--- src/rtl/sample_frame_tx_pkg.sv ---
// Shared types and constants for the sample frame transmitter.
package sample_frame_tx_pkg;

  localparam int FRAME_BYTES = 4;
  localparam int PAD_W       = 16;

  typedef enum logic [2:0] {
    IDLE,
    LOAD,
    SEND,
    ARM,
    WAIT
  } state_t;

  // Select one byte of a frame, byte 0 being the most significant.
  function automatic logic [7:0] frame_byte(input logic [FRAME_BYTES*8-1:0] frame,
                                            input logic [1:0]               idx);
    logic [7:0] b;
    case (idx)
      2'd0:    b = frame[31:24];
      2'd1:    b = frame[23:16];
      2'd2:    b = frame[15:8];
      default: b = frame[7:0];
    endcase
    return b;
  endfunction

endpackage

--- src/rtl/sample_frame_tx_fifo.sv ---
// Synchronous single-clock FIFO holding {dac, adc} pairs, with occupancy flags.
module sample_fifo #(
  parameter int DW2 = 24,
  parameter int AW  = 4
) (
  input  logic           clk_i,
  input  logic           rst_i,
  input  logic           wr,
  input  logic [DW2-1:0] wdata,
  input  logic           rd,
  output logic [DW2-1:0] rdata,
  output logic           full,
  output logic           empty,
  output logic [AW:0]    count
);

  localparam int DEPTH = 2**AW;

  logic [DW2-1:0] mem [DEPTH];
  logic [AW-1:0]  wr_ptr;
  logic [AW-1:0]  rd_ptr;
  logic [AW:0]    cnt;
  logic           do_rd;
  logic           do_wr;

  // A pop frees a slot in the same cycle, so a full FIFO still accepts a write alongside it.
  assign do_rd = rd && (cnt != '0);
  assign do_wr = wr && (!full || do_rd);

  assign full  = (cnt == (AW+1)'(DEPTH));
  assign empty = (cnt == '0);
  assign count = cnt;
  assign rdata = mem[rd_ptr];

  // Storage write.
  // NOTE: the array has no reset; pointers and count alone define which entries are valid.
  always_ff @(posedge clk_i) begin
    if (do_wr) mem[wr_ptr] <= wdata;
  end

  // Pointer and occupancy tracking; pointers wrap naturally at 2**AW.
  // NOTE: state registers use non-blocking assignments so every flop samples pre-edge values.
  always_ff @(posedge clk_i or posedge rst_i) begin
    if (rst_i) begin
      wr_ptr <= '0;
      rd_ptr <= '0;
      cnt    <= '0;
    end else begin
      if (do_wr) wr_ptr <= wr_ptr + 1'b1;
      if (do_rd) rd_ptr <= rd_ptr + 1'b1;
      case ({do_wr, do_rd})
        2'b10:   cnt <= cnt + 1'b1;
        2'b01:   cnt <= cnt - 1'b1;
        default: cnt <= cnt;
      endcase
    end
  end

endmodule

--- src/rtl/sample_frame_tx.sv ---
// Captures {dac, adc} sample pairs, buffers them and sends each as a 4-byte UART frame.
module sample_frame_tx
  import sample_frame_tx_pkg::*;
#(
  parameter int DW = 12,
  parameter int AW = 4
) (
  input  logic          clk_i,
  input  logic          rst_i,
  input  logic          wr_i,
  input  logic [DW-1:0] dac_i,
  input  logic [DW-1:0] adc_i,
  input  logic          clr_i,
  input  logic          tx_busy_i,
  output logic [7:0]    txd_o,
  output logic          txstart_o,
  output logic          full_o,
  output logic          empty_o,
  output logic [AW:0]   count_o,
  output logic          ovf_o
);

  state_t              state_q;
  state_t              state_d;
  logic [2*DW-1:0]     head;
  logic [PAD_W*2-1:0]  head_frame;
  logic [PAD_W*2-1:0]  frame_q;
  logic [1:0]          idx_q;
  logic [7:0]          txd_q;
  logic [7:0]          cur_byte;
  logic                pop;
  logic                txstart;
  logic                idx_inc;
  logic                ovf_q;

  sample_fifo #(
    .DW2 (2*DW),
    .AW  (AW)
  ) u_fifo (
    .clk_i (clk_i),
    .rst_i (rst_i),
    .wr    (wr_i),
    .wdata ({dac_i, adc_i}),
    .rd    (pop),
    .rdata (head),
    .full  (full_o),
    .empty (empty_o),
    .count (count_o)
  );

  // Each code is zero-extended to 16 bits so the frame layout is independent of DW.
  assign head_frame = {PAD_W'(head[2*DW-1:DW]), PAD_W'(head[DW-1:0])};
  assign cur_byte   = frame_byte(frame_q, idx_q);

  // txd holds the last sent byte between pulses and shows the new byte during the pulse itself.
  assign txstart_o = txstart;
  assign txd_o     = txstart ? cur_byte : txd_q;
  assign ovf_o     = ovf_q;

  // State register.
  always_ff @(posedge clk_i or posedge rst_i) begin
    if (rst_i) state_q <= IDLE;
    else       state_q <= state_d;
  end

  // Next-state and handshake decode.
  // NOTE: every signal gets a default before the case so no path leaves it unassigned (no latches).
  always_comb begin
    state_d = state_q;
    pop     = 1'b0;
    txstart = 1'b0;
    idx_inc = 1'b0;
    case (state_q)
      IDLE: if (!empty_o) state_d = LOAD;
      LOAD: begin
        pop     = 1'b1;
        state_d = SEND;
      end
      SEND: if (!tx_busy_i) begin
        txstart = 1'b1;
        state_d = ARM;
      end
      // The UART raises busy one cycle after the pulse, so busy is not trusted here.
      ARM:  state_d = WAIT;
      WAIT: if (!tx_busy_i) begin
        if (idx_q != 2'(FRAME_BYTES-1)) begin
          idx_inc = 1'b1;
          state_d = SEND;
        end else if (!empty_o) begin
          state_d = LOAD;
        end else begin
          state_d = IDLE;
        end
      end
      default: state_d = IDLE;
    endcase
  end

  // Frame register, byte index and last-sent byte.
  always_ff @(posedge clk_i or posedge rst_i) begin
    if (rst_i) begin
      frame_q <= '0;
      idx_q   <= '0;
      txd_q   <= '0;
    end else begin
      if (pop) begin
        frame_q <= head_frame;
        idx_q   <= '0;
      end else if (idx_inc) begin
        idx_q <= idx_q + 1'b1;
      end
      if (txstart) txd_q <= cur_byte;
    end
  end

  // Sticky overflow: a write dropped because the FIFO was full and nothing was popped.
  // Setting takes priority over clearing.
  always_ff @(posedge clk_i or posedge rst_i) begin
    if (rst_i)                        ovf_q <= 1'b0;
    else if (wr_i && full_o && !pop)  ovf_q <= 1'b1;
    else if (clr_i)                   ovf_q <= 1'b0;
  end

endmodule

--- config.mk ---
export PLATFORM = sky130hd
export DESIGN_NAME = sample_frame_tx
export DESIGN_NICKNAME = d
export VERILOG_FILES = /design/src/rtl/sample_frame_tx_pkg.sv /design/src/rtl/sample_frame_tx_fifo.sv /design/src/rtl/sample_frame_tx.sv
export SDC_FILE = /design/constraint.sdc
export NUM_CORES = 1
export LEC_CHECK = 0
export ABC_AREA = 1
export CELL_PAD_IN_SITES_DETAIL_PLACEMENT = 0
export CELL_PAD_IN_SITES_GLOBAL_PLACEMENT = 2
export CORE_MARGIN = 5
export CORE_UTILIZATION = 39
export DETAILED_ROUTE_END_ITERATION = 8
export HOLD_SLACK_MARGIN = 0.06
export MAX_ROUTING_LAYER = met4
export PLACE_DENSITY = 0.86
export SLEW_MARGIN = 0
export SYNTH_ARGS = -nofsm -noshare
export SYNTH_HDL_FRONTEND = slang
export SYNTH_HIERARCHICAL = 1
export SYNTH_SLANG_ARGS = --single-unit
--- constraint.sdc ---
create_clock -name clk_i -period 2.5 [get_ports clk_i]
set_input_delay 0.75 -clock clk_i [delete_from_list [all_inputs] [get_ports clk_i]]
set_output_delay 0.75 -clock clk_i [all_outputs]
set_load 0.01 [all_outputs]
# Word level (Yosys, flattened, before mapping)
# Memories as Yosys holds them, arrays and structs flattened. A register that Yosys moved wholly into a read port is not among the register bits.
# Index checks and enable logic that the tools add are counted.
# word_totals
ram_bits	384
out_inout_bits	17
mem_count	1
in_bits	29
reg_bits	27
# mem_list
memory	depth	width	read_ports	rd_clocked_by_memory_dff	wr	line	source
u_fifo.mem	16	24	1	1	1	sample_frame_tx_fifo.sv:19	logic [DW2-1:0] mem [DEPTH];
# op_classes
reduce_logical	15
n_mux	21
eq_ne	13
addsub	5
# ops
cell	n
$pmux W8 S3	1
$pmux W3 S5	1
$mux W1	11
$pmux W5 S2	1
$mux W3	3
$add A4 B1 Y4 const B	2
$mux W8	1
$ne A2 B2 Y1 const B	4
$eq A3 B2 Y1 const B	2
$mux W2	3
$reduce_bool A2 Y1	3
$add A5 B1 Y5 const B	1
$eq A5 B5 Y1 const B	1
$logic_not A5 Y1	1
$reduce_bool A5 Y1	1
$sub A5 B1 Y5 const B	1
$eq A2 B1 Y1 const B	2
$eq A2 B2 Y1 const B	2
$logic_and A1 B1 Y1	4
$eq A3 B1 Y1 const B	1
$eq A3 B3 Y1 const B	1
$logic_not A3 Y1	1
$reduce_and A3 Y1	1
$add A2 B1 Y2 const B	1
other kinds (3)	4

# Logic depth before layout (Yosys ltp)
# Gate-level depths: netlist (run 1).
# logic_depth
ltp_word	7
depth_mapped	16
mapped_depth_nobuf	15

# Modules after synthesis
# Netlist (run 1), hierarchy kept.
# modules_own_cells
module	area_each_um2	n_inst	cells_per_inst
sample_fifo	16034.1	1	1221
sample_frame_tx	1761.7	1	214

# Least setup slack after synthesis (run 1)
# Ideal clock, no wire load.
# synth_timing
path_type	register to register
startpoint	reg state_q[2]
endpoint	mem u_fifo.mem[0][0] (enable)
t_arrival_ps	2315
path_buffers	1
path_stages_with_launch	9
path_slack_ps	-219
synth_period_minus_slack_ps	2719
path_cell_list	dfrtp_1 inv_1 nand3_2 inv_2 buf_2 o21ai_1 inv_1 nand2_1 nor2_1
# synth_via
elab_chain_cells	7
# synth_rtl
item	line	source
start, declared	sample_frame_tx.sv:23	state_t state_q;
start signal, assigned	sample_frame_tx.sv:63	else state_q <= state_d;
$eq A3 B1 Y1	sample_frame_tx.sv:73	case (state_q)
$mux W1	sample_frame_tx.sv:73	
via pop	sample_frame_tx.sv:31	logic pop;
$logic_and A1 B1 Y1	sample_frame_tx_fifo.sv:27	assign do_rd = rd && (cnt != '0);
$logic_or A1 B1 Y1	sample_frame_tx_fifo.sv:28	assign do_wr = wr && (!full || do_rd);
$logic_and A1 B1 Y1	sample_frame_tx_fifo.sv:28	
$mux W1	sample_frame_tx_fifo.sv:38	if (do_wr) mem[wr_ptr] <= wdata;
$mux W1 (implied by the code)	sample_frame_tx_fifo.sv:38	
end, declared	sample_frame_tx_fifo.sv:19	
# The timed path passes the listed nets, and every way through them passes these cells.

# Worst setup path after layout (run 1)
# layout_timing
startpoint	reg state_q[0]
endpoint	out txd_o[0]
# layout_via
elab_chain_cells	3
# layout_rtl
item	line	source
$eq A3 B2 Y1	sample_frame_tx.sv:73	
$mux W1	sample_frame_tx.sv:73	
$mux W8	--	
end, declared	sample_frame_tx.sv:15	output logic [7:0] txd_o,
# No other way between the ends.

==> results of run 1 <==
## repair_timing
action | 4_1_cts | 5_1_grt
setup endpoints to repair | 11 | 14
cloned | 0 | 0
buffers inserted | 65 | 3
endpoints found under the hold margin | 0 | 0
pin swaps | 11 | 11
gates resized for setup | 59 | 27
## worst paths after layout
path                       slack, ps                     end
min in group clk_i               480  frame_q[3]$_DFFE_PP0P_
setup / recovery                -150                txd_o[0]
setup reg to reg                -130      txd_q[0]$_DFF_PP0_
max in group asynchronous       1440    idx_q[1]$_DFFE_PP0P_
hold / removal                   370       ovf_o$_DFFE_PP0P_
hold reg to reg                  480  frame_q[3]$_DFFE_PP0P_
## flip-flops by register name, summed over array words and instances (netlist names)
name / cells
ovf_o: 1
idx_q: 2
frame_q: 24
txd_q: 8
u_fifo/rd_ptr: 4
u_fifo/wr_ptr: 4
u_fifo/count: 5
state_q: 3
u_fifo/mem: 384
## final cells by class
class	instances	area (µm²)	area share, %
clock inverters	24	263	1.21
repair buffers	182	1960	9.01
inverters	53	211	0.974
multi-input cells	862	4550	21.0
clock buffers	51	1150	5.29
well taps	600	751	3.46
flip-flops and latches	435	12800	59.1
diodes	1	2.50	0.0115
## worst max-delay path: cells and delay by family (launching register included)
kind / cells / cell delay, ps
buf+inv: 4 / 410
flops: 1 / 390
simple gates: 5 / 570
## report_power, final
part	switching (mW)	internal [mW]
Clock	2.63	3.88
Combinational	5.77	3.35
Sequential	0.501	8.90
Total	8.91	16.1
## cells in the mapped netlist
library cell,count
buf_4,10
nand3_1,73
nand2_1,153
o211ai_1,90
inv_4,2
nor2_2,1
inv_1,48
o211ai_2,10
fa_1,1
buf_2,31
o21ai_1,40
inv_2,3
nor2_1,270
buf_6,5
nor2b_1,1
xnor2_1,1
nand4_1,1
buf_1,5
edfxtp_1,384
xor2_1,8
a21oi_2,18
a31oi_1,1
or2_2,4
clkbuf_1,32
ha_1,12
nand3_2,1
nand3b_1,1
dfrtp_1,51
o21ai_0,158
a21oi_1,13
nor2_8,1
buf_8,2
nand2_2,4
## metal layers
metal / vias up / track usage (%) / wire length (µm)
li1: 5426 / - / -
met1: 5765 / 24.9 / 19300
met2: 336 / 28.5 / 21200
met3: 61 / 2.67 / 2680
met4: 0 / 4.11 / 833
met5: - / - / 0
## cells by family after synthesis
| kind of cell | after synthesis | share of synthesized area (%) |
|---|---|---|
| flops | 435 | 72.0 |
| compound gates | 330 | 11.4 |
| simple gates | 510 | 11.6 |
| fa+ha+maj | 13 | 0.956 |
| xor+xnor | 9 | 0.443 |
| buf+inv | 138 | 3.71 |
## placed cells by master (no fill, tap or decap), types with 2 or more instances in the layout
cell type / n
edfxtp_1: 384
nor2_1: 252
o21ai_0: 158
nand2_1: 142
o211ai_1: 90
buf_4: 90
nand3_1: 71
dfrtp_1: 46
inv_1: 45
clkbuf_16: 45
o21ai_1: 40
buf_12: 37
clkdlybuf4s50_1: 33
a21oi_2: 22
nor2_4: 16
nand2_2: 14
buf_6: 14
o211ai_2: 10
a21oi_1: 9
clkinv_1: 9
clkinv_2: 8
xor2_1: 8
ha_1: 8
bufinv_16: 6
clkbuf_1: 6
inv_2: 5
or2_2: 4
buf_2: 4
nand3_2: 3
nor2_2: 3
ha_4: 3
dfrtp_2: 3
dlygate4sd2_1: 3
inv_4: 2
dfrtp_4: 2
## metrics by stage
stage | area, µm² | worst slack [ps] | instances
after floorplan | 17800 | -219 | 1435
after global placement | 19700 | -472 | 2067
after detailed placement | 19700 | -509 | 2067
after CTS | 21600 | -184 | 2207
after global routing | 21700 | -254 | 2208
final | 21700 | -149 | 2208
==> results.md, run 1 <==
* Post-Route WL at approximately 44000 µm
* Avg Cell Area, Syn at 12.4 µm²
* Hold_buf cts at 0
* RSZ-0062 raised after global routing: yes
* Power per cell area at 1150 mW/mm²
* Vias after detailed routing at 11600
* Worst-Skew Late Latency at 550 ps
* Hold/Removal Path Class: in2async
* Startpoint class of the critical path: register
* Post-synth top area share at 64.8%
* Core area at 0.0453 mm²
* Overall power at 25.0 mW
* Kind of critical path: reg2out
* Setup Skew at 18.3 ps
* Min Hold Slack at about 370 ps
* Worst R2R Start: state_q[0]$_DFFE_PP0P_
* Residual DRC at 0
* Mapped Area at approximately 0.018 mm²
* Max_slew headroom at 60.5%
* # fillers at between 3000 and 4000
* Vias per cell at 5.25
* H-tree lvl count at 2
* Slowest CP cell: dfrtp_1
* Final Cycle Share at 106%
* Nets at 1619
* TritonCTS Buffers at 43
* Die area at 0.0500 mm²
* Clk slew on worst S/H paths at 60 ps
* Synth Warn # at 6
* CTS root buf: clkbuf_16
* Row count at 78
* GP Congestion at about 0.81
* Setup violators final at 10
* Top post-synthesis cells by area: edfxtp_1 (65%), dfrtp_1 (7.2%), nor2_1 (5.7%), o21ai_0 (4.4%), o211ai_1 (3.8%)
* Fin util at roughly 48%
* Synthesized netlist cell count at 1435
* Synthesis-stage register bit count at roughly 440
* Area Growth Syn to Fin at 22.0%
* Slew Viols, Final at 0
* Setup tns final at -1040 ps
* Post-route ant nets at 0
* CTS tree: yes
* Syn nets at ~1500
* Reg2Reg Depth at 19
* Die height at 224 µm
* CP required at about 1800 ps
* Final worst slack at -149 ps
* Initial antenna violation count at 1
* Proportion of layout cells with a drive suffix above 1 at between 10% and 20%
* Die width at 224 µm
* Min Tclk post-route at 2650 ps
* DR iter-0 viols at 1188
* Seq/Total Area, Yosys at 72.0%
* Worst-path fanout max at 4
* Status: finished, violations left
* Static Leak at about 7.8 nW
* Clock buffer depth at 3
* Crit-path most repeated cell: buf_6
* Slowest stage delay, CP at a little under 400 ps
* Total grt overflow at 0
* Port bufs at 45
* Critical Path Start: state_q[0]$_DFFE_PP0P_
* First-pass GRT wire length at just under 70000 µm
* Critical Path AT at 1900 ps
* All-Layer GR Usage at 18.0%
* I/O pins at 46
* Cells along the critical path: nor2_2 -> nand2_4 -> nor2_8 -> buf_6 -> buf_6 -> buf_6 -> nand3_2 -> nand2_2 -> buf_6
* Max-cap violations at 0
* Clock sinks at 435
* Synth area leader: edfxtp_1
* Worst setup EP type: output pin
* Starting density of the core at 39.3%
* Vias in the first global route at 11300
* Peak VDD IR at 808 µV
* Final HPWL DP at 25200 µm
* Measured slew at the worst slew-check pin at 591 ps
* Initial DRT Pass Iterations at 6
* Routed WL per cell at approximately 20 µm
* Final hold violation count at 0
* FMAX at 0.378 GHz
* Largest net degree at the start of global routing at 83
* Post-synthesis cell type count at 33
* Violated checks: negative setup slack
(Power assumes the default switching activity.)
==> run 2, diff against run 1 <==
RECOVER_POWER = 25   (was not set)
==> results.md, run 2 (synthesis gave the netlist of run 1 again) <==
* Status: finished, violations left (unchanged)
* Violated checks: negative setup slack (unchanged)
* Vias in the first global route at 11300 (unchanged)
* Placed cells at 2067 (unchanged)
* Hold path start: frame_q[3]$_DFFE_PP0P_
* Final hold violation count at 0 (unchanged)
* Vias per cell at 5.26 (was 5.25)
* Kind of critical path: reg2out (unchanged)
* FMAX at 0.378 GHz (about the same)
* Residual DRC at 0 (unchanged)
* Met3 GRT Util at 2.67% (unchanged)
* TritonCTS Buffers at 43 (unchanged)
* Max_slew headroom at 37.3% (was 60.5%)
* Critical Path AT at 1890 ps (was 1900 ps)
* # fillers at 3899 (was 3900)
* DR iter-0 viols at 1115 (was 1188)
* Measured slew at the worst slew-check pin at 941 ps (was 591 ps)
* Met2 GRT Util at 28.5% (unchanged)
* Initial antenna violation count at 1 (unchanged)
* Port bufs at 45 (unchanged)
* Slew Viols, Final at 0 (unchanged)
* Post-Route WL at 44000 µm (was 44100 µm)
* Clk slew on worst S/H paths at 60 ps (about the same)
* GP Congestion at 0.811 (unchanged)
* Die width at 224 µm (unchanged)
* Setup Skew at 17.4 ps (was 18.3 ps)
* Min Hold Slack at 479 ps (was 373 ps)
* Startpoint class of the critical path: register (unchanged)
* Setup tns final at -984 ps (was -1040 ps)
* Fin util at 47.9% (about the same)
* Grt met1 use at 24.9% (unchanged)
* Worst setup EP type: output pin (unchanged)
* Die area at 0.0500 mm² (unchanged)
* Largest Register: u_fifo/mem (unchanged)
* Most frequent cells in the layout: edfxtp_1 (384), nor2_1 (252), o21ai_0 (158), nand2_1 (142), o211ai_1 (90) (was edfxtp_1 (384), nor2_1 (252), o21ai_0 (158), nand2_1 (142))
* Worst-path fanout max at 4 (unchanged)
* Peak VDD IR at 805 µV (was 808 µV)
* Setup violators final at 10 (unchanged)
* Largest regs: u_fifo/mem: 384 flops, frame_q: 24 flops, txd_q: 8 flops (unchanged)
* Min Tclk post-route at 2640 ps (was 2650 ps)
* Clock sinks at 435 (unchanged)
* First-pass GRT wire length at 68300 µm (unchanged)
* Starting density of the core at 39.3% (unchanged)
* All-Layer GR Usage at 18.0% (unchanged)
* RSZ-0062 raised after global routing: yes (unchanged)
* Hold/Removal Path Class: reg2reg (was in2async)
* Core area at 0.0453 mm² (unchanged)
* Power per cell area at 1150 mW/mm² (about the same)
* Die height at 224 µm (unchanged)
* CTS tree: yes (unchanged)
* Largest net degree at the start of global routing at 83 (unchanged)
* Final Cell Area at 0.0217 mm² (about the same)
* Final worst slack at -142 ps (was -149 ps)
* Worst R2R Start: state_q[0]$_DFFE_PP0P_ (unchanged)
* Initial DRT Pass Iterations at 5 (was 6)
* Proportion of layout cells with a drive suffix above 1 at 18.5% (unchanged)
* Overall power at 25.0 mW (about the same)
* Most common cell after layout, fill and taps aside: edfxtp_1 (unchanged)
* Total grt overflow at 0 (unchanged)
* Final Cycle Share at 106% (about the same)
* I/O pins at 46 (unchanged)
* Worst-Skew Late Latency at 540 ps (was 550 ps)
* Critical Path Start: state_q[0]$_DFFE_PP0P_ (unchanged)
* Final HPWL DP at 25200 µm (unchanged)
* Max-cap violations at 0 (unchanged)
* Setup WS pre-CTS at -509 ps (unchanged)
* Post-route ant nets at 0 (unchanged)
* Row count at 78 (unchanged)
* Clock buffer depth at 3 (unchanged)
* Area Growth Syn to Fin at 21.9% (was 22.0%)
* DP Area at 0.0197 mm² (unchanged)
* Static Leak at 7.76 nW (about the same)
* Non-Filler Instances at 2208 (unchanged)
* Hold_buf cts at 0 (unchanged)
* Max reg flops at 384 (unchanged)
* Vias after detailed routing at 11600 (about the same)
* H-tree lvl count at 2 (unchanged)
* Nets at 1619 (unchanged)
* Routed WL per cell at 19.9 µm (was 20.0 µm)
* CP required at 1750 ps (about the same)
* CTS root buf: clkbuf_16 (unchanged)
* Gr busiest metal: met2 (unchanged)
-- run 2: changes by cell type in the layout (fill, tap and decap cells not counted) --
cell             before  now
clkdlybuf4s50_1      33   32
buf_4                90   89
dlygate4sd3_1         0    1
clkbuf_2              1    2
-- run 2: layout make-up --
class | instances | area [µm²] | area share [%]
inverters | 53 | 211 | 0.974
repair buffers | 182 | 1950 | 9.00
clock inverters | 24 | 263 | 1.21
multi-input cells | 862 | 4550 | 21.0
flip-flops and latches | 435 | 12800 | 59.1
well taps | 600 | 751 | 3.46
clock buffers | 51 | 1150 | 5.29
diodes | 1 | 2.50 | 0.0115
-- run 2: timing repair --
item                       CTS  global route
gates cloned                 0             0
setup buffers               65             3
resized for setup           59            27
pin swaps                   11            11
setup endpoints to repair   11            14
-- run 2: power by group --
group          switching (mW)  internal (mW)  total (mW)
registers               0.502           8.90        9.40
logic                    5.76           3.35        9.11
clock network            2.64           3.88        6.52
-- run 2: worst max-delay path: stages (launching register included) --
cell and delay [ps]:
dfrtp_1 390, nor2_2 190, nand2_4 90, nor2_8 120, buf_6 120, buf_6 100, buf_6 90, nand3_2 70
nand2_2 80, buf_6 100
-- run 2: final timing paths --
kind / to / cells after the start / slack [ps]
max: txd_o[0] / 9 / -140
min: frame_q[3]$_DFFE_PP0P_ / 2 / 480
max reg2reg: txd_q[0]$_DFF_PP0_ / 19 / -130
min reg2reg: frame_q[3]$_DFFE_PP0P_ / 2 / 480
max in group asynchronous: idx_q[1]$_DFFE_PP0P_ / 3 / 860
min in group asynchronous: ovf_o$_DFFE_PP0P_ / 2 / 510
-- run 2: metal layers --
layer	share of wire [%]	wire length (µm)	vias to the layer above
met1	44	19300	5780
met3	6.3	2790	63
met4	1.9	847	0
met5	0	0	-
met2	48	21100	349
li1	-	-	5424
==> run 3, diff against run 2 <==
CORE_UTILIZATION = 43   (was 39)
PLACE_DENSITY = 0.9   (was 0.86)
clock period = 2.44 ns   (was 2.5 ns; I/O delays follow)
==> results.md, run 3 (synthesis gave the netlist of run 1 again) <==
* Final Cycle Share at 106%
* CP delay by family, top: flip-flops (was simple AND/OR/NAND/NOR gates)
* First-pass GRT wire length at 67800 µm (was 68300 µm)
* Status: finished, violations left (unchanged)
* Slowest stage delay, CP at 440 ps (was 390 ps)
* Min Hold Slack at 478 ps (was 479 ps)
* Area Growth Syn to Fin at 21.5% (was 21.9%)
* Die area at 0.0456 mm² (was 0.0500 mm²)
* All-Layer GR Usage at 20.0% (was 18.0%)
* Setup tns final at -852 ps (was -984 ps)
* Kind of critical path: reg2out (unchanged)
* Most frequent cells in the layout: edfxtp_1 (384), nor2_1 (252), o21ai_0 (158), nand2_1 (144), o211ai_1 (90) (was edfxtp_1 (384), nor2_1 (252), o21ai_0 (158), nand2_1 (142), o211ai_1 (90))
* Die width at 213 µm (was 224 µm)
* CTS root buf: clkbuf_16 (unchanged)
* H-tree lvl count at 2 (unchanged)
* Slew Viols, Final at 0 (unchanged)
* GP Congestion at 0.830 (was 0.811)
* Clock buffer depth at 3 (unchanged)
* Port bufs at 45 (unchanged)
* DR iter-0 viols at 1149 (was 1115)
* Core area at 0.0409 mm² (was 0.0453 mm²)
* Worst setup EP type: output pin (unchanged)
* Clock sinks at 435 (unchanged)
* Slowest CP cell: dfrtp_2 (was dfrtp_1)
* Proportion of layout cells with a drive suffix above 1 at 18.6% (was 18.5%)
* Initial DRT Pass Iterations at 5 (unchanged)
* Setup Skew at 18.0 ps (was 17.4 ps)
* Clk slew on worst S/H paths at 60 ps (about the same)
* Nets at 1604 (was 1619)
* Vias per cell at 5.43 (was 5.26)
* # fillers at 3422 (was 3899)
* Final HPWL DP at 24800 µm (was 25200 µm)
* Max reg flops at 384 (unchanged)
* Residual DRC at 0 (unchanged)
* Cells along the critical path: buf_6 -> ha_4 -> a21oi_4 -> nand3_2 -> nand3_2 -> nand2_2 -> buf_6 (was nor2_2 -> nand2_4 -> nor2_8 -> buf_6 -> buf_6 -> buf_6 -> nand3_2 -> nand2_2 -> buf_6)
* FMAX at between 0.3 and 0.4 GHz
* Max_slew headroom at 39.8% (was 37.3%)
* Peak VDD IR at 658 µV (was 805 µV)
* Final worst slack at -135 ps (was -142 ps)
* Worst-path fanout max at 4 (unchanged)
* Violated checks: negative setup slack (unchanged)
* Largest regs: u_fifo/mem: 384 flops, frame_q: 24 flops, txd_q: 8 flops (unchanged)
* Total grt overflow at 0 (unchanged)
* Power per cell area at 1190 mW/mm² (was 1150 mW/mm²)
* Row count at 74 (was 78)
* Final hold violation count at 0 (unchanged)
* Post-route ant nets at 0 (unchanged)
* Static Leak at 7.72 nW (was 7.76 nW)
* CP required at 1710 ps (was 1750 ps)
* Starting density of the core at 43.5% (was 39.3%)
* Setup violators final at 8 (was 10)
* R2R Setup Slk at 60 ps (was -130 ps)
* Initial antenna violation count at 0 (was 1)
* Vias after detailed routing at 11600 (about the same)
* Measured slew at the worst slew-check pin at 903 ps (was 941 ps)
* Most common cell after layout, fill and taps aside: edfxtp_1 (unchanged)
* Ant. Diodes at 0 (was 1)
* Max-cap violations at 0 (unchanged)
* Die height at 213 µm (was 224 µm)
* Post-Route WL at 43800 µm (was 44000 µm)
* Largest Register: u_fifo/mem (unchanged)
* TritonCTS Buffers at 45 (was 43)
* Vias in the first global route at 11600 (was 11300)
* Hold/Removal Path Class: in2async (was reg2reg)
* Routed WL per cell at 20.6 µm (was 19.9 µm)
* Largest net degree at the start of global routing at 118 (was 83)
* RSZ-0062 raised after global routing: yes (unchanged)
* CTS tree: yes (unchanged)
* Critical Path AT at 1840 ps (was 1890 ps)
* Setup WS pre-CTS at -559 ps (was -509 ps)
* Worst-Skew Late Latency at 570 ps (was 540 ps)
* CP bufs+invs at 2 (was 4)
* Min Tclk post-route at 2570 ps
* Startpoint class of the critical path: register (unchanged)
* I/O pins at 46 (unchanged)
==> run 3: routing by layer <==
metal	vias up	wire length (µm)	share of wire [%]	global-route usage (%)
li1	5387	-	-	-
met1	5770	19400	44	27.4
met2	333	20800	47	31.5
met3	74	2580	5.9	3.20
met4	0	1050	2.4	5.70
met5	-	0	0	-
==> run 3: area by class of cell <==
type                            count  area (µm²)  area share, %
Tap cell                          532         666           3.08
Sequential cell                   435       12800           59.3
Inverter                           53         211          0.978
Multi-Input combinational cell    862        4620           21.4
Timing Repair Buffer              165        1850           8.54
Clock inverter                     26         228           1.05
Clock buffer                       57        1230           5.70
==> run 3: through the flow <==
stage               cells  cell area (µm²)  total power [mW]  util, %
detailed placement   2000            19600              18.3     47.9
global placement     2000            19600              18.2     47.9
finish               2130            21600              25.7     52.9
global route         2130            21600              27.2     52.9
floorplan            1435            17800              15.1        -
CTS                  2134            21600              25.7     52.7
==> run 3: repair_timing <==
action / in CTS / in global routing
resized for setup: 81 / 30
pin swaps: 20 / 15
hold buffers: 0 / 0
buffers inserted: 51 / 4
endpoints found under the setup margin: 11 / 16
==> run 3: final timing paths <==
check	from	to	cells past startpoint
worst min register to register	frame_q[16]$_DFFE_PP0P_	frame_q[16]$_DFFE_PP0P_	2
min in group clk_i	frame_q[16]$_DFFE_PP0P_	frame_q[16]$_DFFE_PP0P_	2
worst max-delay path	idx_q[1]$_DFFE_PP0P_	txd_o[1]	7
worst min-delay path	rst_i	ovf_o$_DFFE_PP0P_	2
max in group asynchronous	rst_i	idx_q[1]$_DFFE_PP0P_	3
worst max register to register	idx_q[1]$_DFFE_PP0P_	txd_q[1]$_DFF_PP0_	16
==> run 3: worst register-to-register path: cells and delay by family (launching register included) <==
kind,cells,cell delay (ps)
buf+inv,11,1270
fa+ha+maj,1,190
compound gates,1,160
flops,1,440
simple gates,3,220
==> run 3: power breakdown <==
part / switching (mW) / leakage (nW) / internal (mW)
clock: 2.77 / 0.718 / 4.00
sequential: 0.471 / 4.10 / 9.13
combinational: 5.97 / 2.91 / 3.36
total: 9.22 / 7.72 / 16.5
